File: src/rtl/conv_ram_arbiter.sv
// conv_ram_arbiter: shares one single-port image RAM between port A (convolution window
// fetch, read-only) and port B (host load / result write-back). Round-robin arbitration
// with an optional burst lock bounded by MAX_BURST when the other port is waiting.
// RAM command signals are registered; read data returns two cycles after the grant
// to the port that issued the read.
// Build option: define CONV_RAM_ARB_STATS_EN to add saturating counters of accepted
// beats per port (stat_a_beats, stat_b_beats) and forced burst exits (stat_force).
module conv_ram_arbiter #(
  parameter int unsigned AW        = 12,
  parameter int unsigned DW        = 8,
  parameter int unsigned MAX_BURST = 9
) (
  input  logic          clk,
  input  logic          rst_n,
  input  logic          a_req,
  input  logic          a_lock,
  input  logic [AW-1:0] a_addr,
  output logic          a_gnt,
  output logic          a_rvalid,
  output logic [DW-1:0] a_rdata,
  input  logic          b_req,
  input  logic          b_we,
  input  logic          b_lock,
  input  logic [AW-1:0] b_addr,
  input  logic [DW-1:0] b_wdata,
  output logic          b_gnt,
  output logic          b_rvalid,
  output logic [DW-1:0] b_rdata,
  output logic          ram_w_en,
  output logic          ram_r_en,
  output logic [AW-1:0] ram_addr,
  output logic [DW-1:0] ram_wdata,
  input  logic [DW-1:0] ram_rdata,
  output logic          busy
`ifdef CONV_RAM_ARB_STATS_EN
  ,
  output logic [15:0]   stat_a_beats,
  output logic [15:0]   stat_b_beats,
  output logic [7:0]    stat_force
`endif
);

  localparam int unsigned CW = 8;   // burst counter width, covers MAX_BURST up to 255
  localparam int unsigned SW = 16;  // beat statistics width
  localparam int unsigned FW = 8;   // forced-exit statistics width

  typedef enum logic [1:0] {
    IDLE  = 2'd0,
    OWN_A = 2'd1,
    OWN_B = 2'd2
  } state_e;

  state_e        state_q, state_d;
  logic          rr_q, rr_d;          // 0: next tie goes to A, 1: next tie goes to B
  logic [CW-1:0] cnt_q, cnt_d;
  logic [CW:0]   cnt_inc_c;
  logic          at_limit_c;
  logic          a_gnt_c, b_gnt_c;
  logic          force_c;

  // RAM command registers
  logic          ram_w_en_q, ram_r_en_q;
  logic [AW-1:0] ram_addr_q;
  logic [DW-1:0] ram_wdata_q;

  // Read-source tags: cmd stage travels with the RAM command, rvalid stage with the data
  logic          rd_a_q, rd_b_q;
  logic          a_rvalid_q, b_rvalid_q;
  logic [DW-1:0] a_hold_q, b_hold_q;
  logic          busy_q;

  // Grant selection and next ownership / round-robin / burst state
  always_comb begin
    a_gnt_c    = 1'b0;
    b_gnt_c    = 1'b0;
    state_d    = state_q;
    rr_d       = rr_q;
    cnt_d      = cnt_q;
    force_c    = 1'b0;
    cnt_inc_c  = {1'b0, cnt_q} + (CW+1)'(1);
    at_limit_c = (cnt_inc_c >= (CW+1)'(MAX_BURST));

    unique case (state_q)
      IDLE: begin
        if (a_req && b_req) begin
          a_gnt_c = ~rr_q;
          b_gnt_c = rr_q;
        end else begin
          a_gnt_c = a_req;
          b_gnt_c = b_req;
        end
      end
      OWN_A:   a_gnt_c = a_req;
      OWN_B:   b_gnt_c = b_req;
      default: state_d = IDLE;
    endcase

    // Nothing is accepted while reset is held
    if (!rst_n) begin
      a_gnt_c = 1'b0;
      b_gnt_c = 1'b0;
    end

    if (a_gnt_c) begin
      // Pointer always moves away from the port just served
      rr_d = 1'b1;
      if (a_lock && !(at_limit_c && b_req)) begin
        state_d = OWN_A;
        cnt_d   = (cnt_q == '1) ? cnt_q : cnt_inc_c[CW-1:0];
      end else begin
        state_d = IDLE;
        cnt_d   = '0;
        force_c = a_lock;
      end
    end else if (b_gnt_c) begin
      rr_d = 1'b0;
      if (b_lock && !(at_limit_c && a_req)) begin
        state_d = OWN_B;
        cnt_d   = (cnt_q == '1) ? cnt_q : cnt_inc_c[CW-1:0];
      end else begin
        state_d = IDLE;
        cnt_d   = '0;
        force_c = b_lock;
      end
    end else if (state_q == OWN_A && !a_req) begin
      // Owner released the lock without a further beat
      state_d = IDLE;
      cnt_d   = '0;
      rr_d    = 1'b1;
    end else if (state_q == OWN_B && !b_req) begin
      state_d = IDLE;
      cnt_d   = '0;
      rr_d    = 1'b0;
    end
  end

  // Ownership state, RAM command registers and read-return pipeline
  always_ff @(posedge clk or negedge rst_n) begin
    if (!rst_n) begin
      state_q     <= IDLE;
      rr_q        <= 1'b0;
      cnt_q       <= '0;
      ram_w_en_q  <= 1'b0;
      ram_r_en_q  <= 1'b0;
      ram_addr_q  <= '0;
      ram_wdata_q <= '0;
      rd_a_q      <= 1'b0;
      rd_b_q      <= 1'b0;
      a_rvalid_q  <= 1'b0;
      b_rvalid_q  <= 1'b0;
      a_hold_q    <= '0;
      b_hold_q    <= '0;
      busy_q      <= 1'b0;
    end else begin
      state_q    <= state_d;
      rr_q       <= rr_d;
      cnt_q      <= cnt_d;
      ram_r_en_q <= a_gnt_c | (b_gnt_c & ~b_we);
      ram_w_en_q <= b_gnt_c & b_we;
      if (a_gnt_c) begin
        ram_addr_q <= a_addr;
      end else if (b_gnt_c) begin
        ram_addr_q <= b_addr;
        if (b_we) ram_wdata_q <= b_wdata;
      end
      rd_a_q     <= a_gnt_c;
      rd_b_q     <= b_gnt_c & ~b_we;
      a_rvalid_q <= rd_a_q;
      b_rvalid_q <= rd_b_q;
      if (a_rvalid_q) a_hold_q <= ram_rdata;
      if (b_rvalid_q) b_hold_q <= ram_rdata;
      busy_q     <= (state_d != IDLE) | a_gnt_c | (b_gnt_c & ~b_we) | rd_a_q | rd_b_q;
    end
  end

  assign a_gnt     = a_gnt_c;
  assign b_gnt     = b_gnt_c;
  assign ram_w_en  = ram_w_en_q;
  assign ram_r_en  = ram_r_en_q;
  assign ram_addr  = ram_addr_q;
  assign ram_wdata = ram_wdata_q;
  assign a_rvalid  = a_rvalid_q;
  assign b_rvalid  = b_rvalid_q;
  // RAM output is already registered; pass it through in the valid cycle, else hold
  assign a_rdata   = a_rvalid_q ? ram_rdata : a_hold_q;
  assign b_rdata   = b_rvalid_q ? ram_rdata : b_hold_q;
  assign busy      = busy_q;

`ifdef CONV_RAM_ARB_STATS_EN
  logic [SW-1:0] stat_a_q, stat_b_q;
  logic [FW-1:0] stat_f_q;

  // Saturating beat and forced-exit counters
  always_ff @(posedge clk or negedge rst_n) begin
    if (!rst_n) begin
      stat_a_q <= '0;
      stat_b_q <= '0;
      stat_f_q <= '0;
    end else begin
      if (a_gnt_c && stat_a_q != '1) stat_a_q <= stat_a_q + SW'(1);
      if (b_gnt_c && stat_b_q != '1) stat_b_q <= stat_b_q + SW'(1);
      if (force_c && stat_f_q != '1) stat_f_q <= stat_f_q + FW'(1);
    end
  end

  assign stat_a_beats = stat_a_q;
  assign stat_b_beats = stat_b_q;
  assign stat_force   = stat_f_q;
`endif

endmodule

File: config.mk
export PLATFORM = sky130hd
export DESIGN_NAME = conv_ram_arbiter
export DESIGN_NICKNAME = d
export VERILOG_FILES = /design/src/rtl/conv_ram_arbiter.sv
export SDC_FILE = /design/constraint.sdc
export NUM_CORES = 1
export LEC_CHECK = 0
export ABC_AREA = 1
export CORE_ASPECT_RATIO = 1.5
export CORE_MARGIN = 2
export CORE_UTILIZATION = 25
export DETAILED_ROUTE_END_ITERATION = 6
export HOLD_SLACK_MARGIN = 0.1
export MAX_ROUTING_LAYER = met4
export PLACE_DENSITY = 0.51
export SYNTH_ARGS = -nofsm -noshare
export SYNTH_HDL_FRONTEND = slang
export SYNTH_SLANG_ARGS = --single-unit
File: constraint.sdc
create_clock -name clk -period 2.02 [get_ports clk]
set_clock_uncertainty 0.1 [all_clocks]
set_input_delay 0.202 -clock clk [delete_from_list [all_inputs] [get_ports clk]]
set_output_delay 0.202 -clock clk [all_outputs]
set_load 0.005 [all_outputs]
==> summary.md <==
| Metric | Value |
|---|---|
| Pwr dens | 1050 nW/µm² |
| Mux cell area share after synthesis | 0.0696 |
| Area grow syn2layout | 51.8% |
| Die height | 129 µm |
| Simple-Gate Fraction of Synth Area | 0.316 |
| 1st-pass router iterations | 4 |
| Hold WS | 168 ps |
| Critical path arrival | 1640 ps |
| Fmax | 0.515 GHz |
| Post-Synth XOR/XNOR Area | 0.00677 |
| DR DRC count | 0 |
| Final hold viol count | 0 |
| 1st-iter DRT viols | 83 |
| DRT Wirelength | 6.93 mm |
| Final setup vio count | 0 |
| Worst path required time | 1720 ps |
| Post-Synthesis Cells | 284 |
| Crit path buffers/inverters | 2 |
| Die area | 11200 µm² |
| CP Class | flop to output port |
| Fin util | 0.390 |
| Top-Level Pins | 90 |
| Largest net degree at the start of global routing | 54 |
| Clk_lat worst skew | 300 ps |
| Share of cells above drive strength 1 | 0.195 |
| Unrepaired setup endpoints after global routing | false |
| Routed via count | 2267 |
| Core box area | 10100 µm² |
| TritonCTS Sinks | 54 |
| Leakage | 1.89 nW |
| Site Rows | 45 |
| Post-DP Area | 3720 µm² |
| Via density | 4.43 |
| Die width | 87.1 µm |
| Highest fanout seen on the critical path | 9 |
| Fin area | 3930 µm² |
| Slowest Stage Delay on Critical Path | 480 ps |
| Type of element capturing the critical path | output port |
| Setup WS post-layout | 78.9 ps |
| Hold Crit Class | input port to flop |
| Vias in the first global route | 2421 |
| # H-tree levels | 2 |
| Final period utilization | 0.961 |
| # diodes | 0 |
| Final-report max-slew violation count | 0 |
| Worst Setup Start Kind | flop |
| CP Cell Sequence | buf_4, mux2_2, clkdlybuf4s50_1 |
| Peak supply drop | 392 µV |
| Initial antenna violation count | 0 |
| DP HPWL | 5.24 mm |
| Buffers on Ports | 89 |
| Max clock buf depth | 2 |
| CP max stage cell | clkdlybuf4s50_1 |
| First-pass GRT wire length | 11.4 mm |
| Register area share after synthesis | 0.522 |
| Post-synthesis register bit count | 54 |
| Slew @ Worst Pin | 687 ps |
| Final antenna-violating net count | 0 |
| CTS buffer count | 5 |
| RePlAce Congestion | 0.830 |
| Nets | 443 |
| Slew headroom | 0.542 |
| Mapped Nets | 333 |
| CTS root buf | clkbuf_16 |
| Yosys cell types | 30 |
| Routed WL per cell | 13.5 µm |
| Clk pin slew, worst setup/hold paths | 80 ps |
| Post-place setup slack | -53.7 ps |
| Min Tclk post-route | 1940 ps |
| Total track usage | 0.134 |
| Synth Area per Inst | 9.12 µm² |
| CTS tree | yes |
| Post-Synth Adder-Cell Area | 0.00967 |
| Yosys warning count | 0 |
| CP top delay family | buffers and inverters |
| Total global routing overflow | 0 |
| Syn Std Cell Area | 2590 µm² |
| Status | finished clean |
| Max_cap viols | 0 |
| Largest family of logic cells by synthesized area | simple AND/OR/NAND/NOR gates |
| Synth Area in Compound Gates | 0.0266 |
| Starting density of the core | 0.257 |
power by group:
group          total (mW)  internal, mW  switching (mW)  leakage (nW)
Combinational        1.62         0.981           0.635          1.14
Clock               0.925         0.499           0.426        0.0735
Sequential           1.58          1.43           0.155         0.675
Total                4.12          2.91            1.22          1.89
cells in the final DEF (no fill, tap or decap), drive strengths merged:
master,netlist,layout
o21ai,4,4
dlymetal6s2s,0,2
o211ai,1,1
o21bai,1,1
nor2,15,15
clkbuf,5,6
o31ai,1,1
a21boi,1,1
nand4,9,9
nor3,4,4
dlygate4sd2,0,1
clkinv,2,2
clkinvlp,0,1
dfrtp,54,54
nor4,1,1
xor2,2,2
ha,2,2
a21oi,1,1
nand2,104,104
dlygate4sd3,0,1
buf,1,20
nand3,34,34
clkdlybuf4s50,0,85
mux2,16,16
inv,26,27
cell usage after synthesis:
cell | count | area (µm²)
nand2_1 | 94 | 353
dfrtp_1 | 54 | 1350
nand3_1 | 30 | 150
inv_1 | 21 | 78.8
mux2_2 | 16 | 180
nor2_1 | 9 | 33.8
nand2_2 | 7 | 43.8
nand4_1 | 7 | 43.8
clkbuf_1 | 5 | 18.8
inv_2 | 5 | 18.8
nand3_2 | 4 | 40.0
nor2_2 | 4 | 25.0
nand2_4 | 3 | 33.8
nor3_1 | 3 | 15.0
o21ai_0 | 3 | 15.0
clkinv_1 | 2 | 7.51
ha_1 | 2 | 25.0
nand4_2 | 2 | 25.0
xor2_1 | 2 | 17.5
a21boi_0 | 1 | 7.51
a21oi_1 | 1 | 5.00
buf_2 | 1 | 5.00
nor2_4 | 1 | 11.3
nor2_8 | 1 | 20.0
nor3_4 | 1 | 16.3
nor4_1 | 1 | 6.26
o211ai_1 | 1 | 7.51
o21ai_1 | 1 | 5.00
o21bai_1 | 1 | 7.51
o31ai_4 | 1 | 21.3
per-layer routing:
layer  wire, µm  vias up  global-route usage
li1           -     1128                   -
met1       2780     1071               0.143
met2       3750       55               0.239
met3        228       13              0.0225
met4        167        0              0.0579
met5          0        -                   -
final timing paths:
| path | start | to | slack [ps] | cells past startpoint |
|---|---|---|---|---|
| worst max-delay path | b_rvalid | b_rdata[5] | 80 | 3 |
| worst min-delay path | rst_n | state_q[0] | 170 | 4 |
| worst max register to register | cnt_q[0] | cnt_q[1] | 150 | 13 |
| worst min register to register | rd_b_q | b_rvalid | 290 | 0 |
| max in group asynchronous | rst_n | cnt_q[0] | 680 | 3 |
| min in group asynchronous | rst_n | rr_q | 210 | 2 |
through the flow:
| step | TNS [ps] | cells | power (mW) |
|---|---|---|---|
| global placement | -69.7 | 501 | 3.21 |
| floorplan | 0 | 284 | 2.19 |
| detailed placement | -85.9 | 501 | 3.22 |
| global route | 0 | 512 | 4.41 |
| finish | 0 | 512 | 4.12 |
| CTS | -61.0 | 511 | 4.17 |
worst min-delay path, cell delays in order:
cell and delay (ps):
buf_2 140, nor3_1 90, inv_1 50, nand2_1 50
state kept, by name, indices dropped and copies added (netlist names):
register and flops:
busy 1, a_rvalid 1, cnt_q 8, a_hold_q 8, rr_q 1, ram_wdata 8
b_hold_q 8, state_q 2, ram_addr 12, ram_w_en 1, ram_r_en 1, rd_a_q 1
b_rvalid 1, rd_b_q 1
area by class of cell:
cell class / count / area (µm²)
fillers: 1054 / 6150
flip-flops and latches: 54 / 1350
multi-input cells: 196 / 1130
repair buffers: 109 / 1040
well taps: 117 / 146
clock buffers: 6 / 139
inverters: 28 / 105
clock inverters: 2 / 16.3
kinds of logic (layout without fill, tap and decap cells):
| group | count (synthesis) | after routing |
|---|---|---|
| mux | 16 | 16 |
| fa+ha+maj | 2 | 2 |
| simple gates | 167 | 167 |
| xor+xnor | 2 | 2 |
| compound gates | 9 | 9 |
| buf+inv | 34 | 145 |
| flops | 54 | 54 |
what timing repair did:
item                                    CTS  global route
endpoints found under the setup margin    2             9
pin swaps                                 1             1
hold endpoints to repair                 54             0
hold buffers                              1             0
buffers inserted                          1             1
gates resized for setup                   1             9
Note: power is estimated with default switching activity, not from simulation.
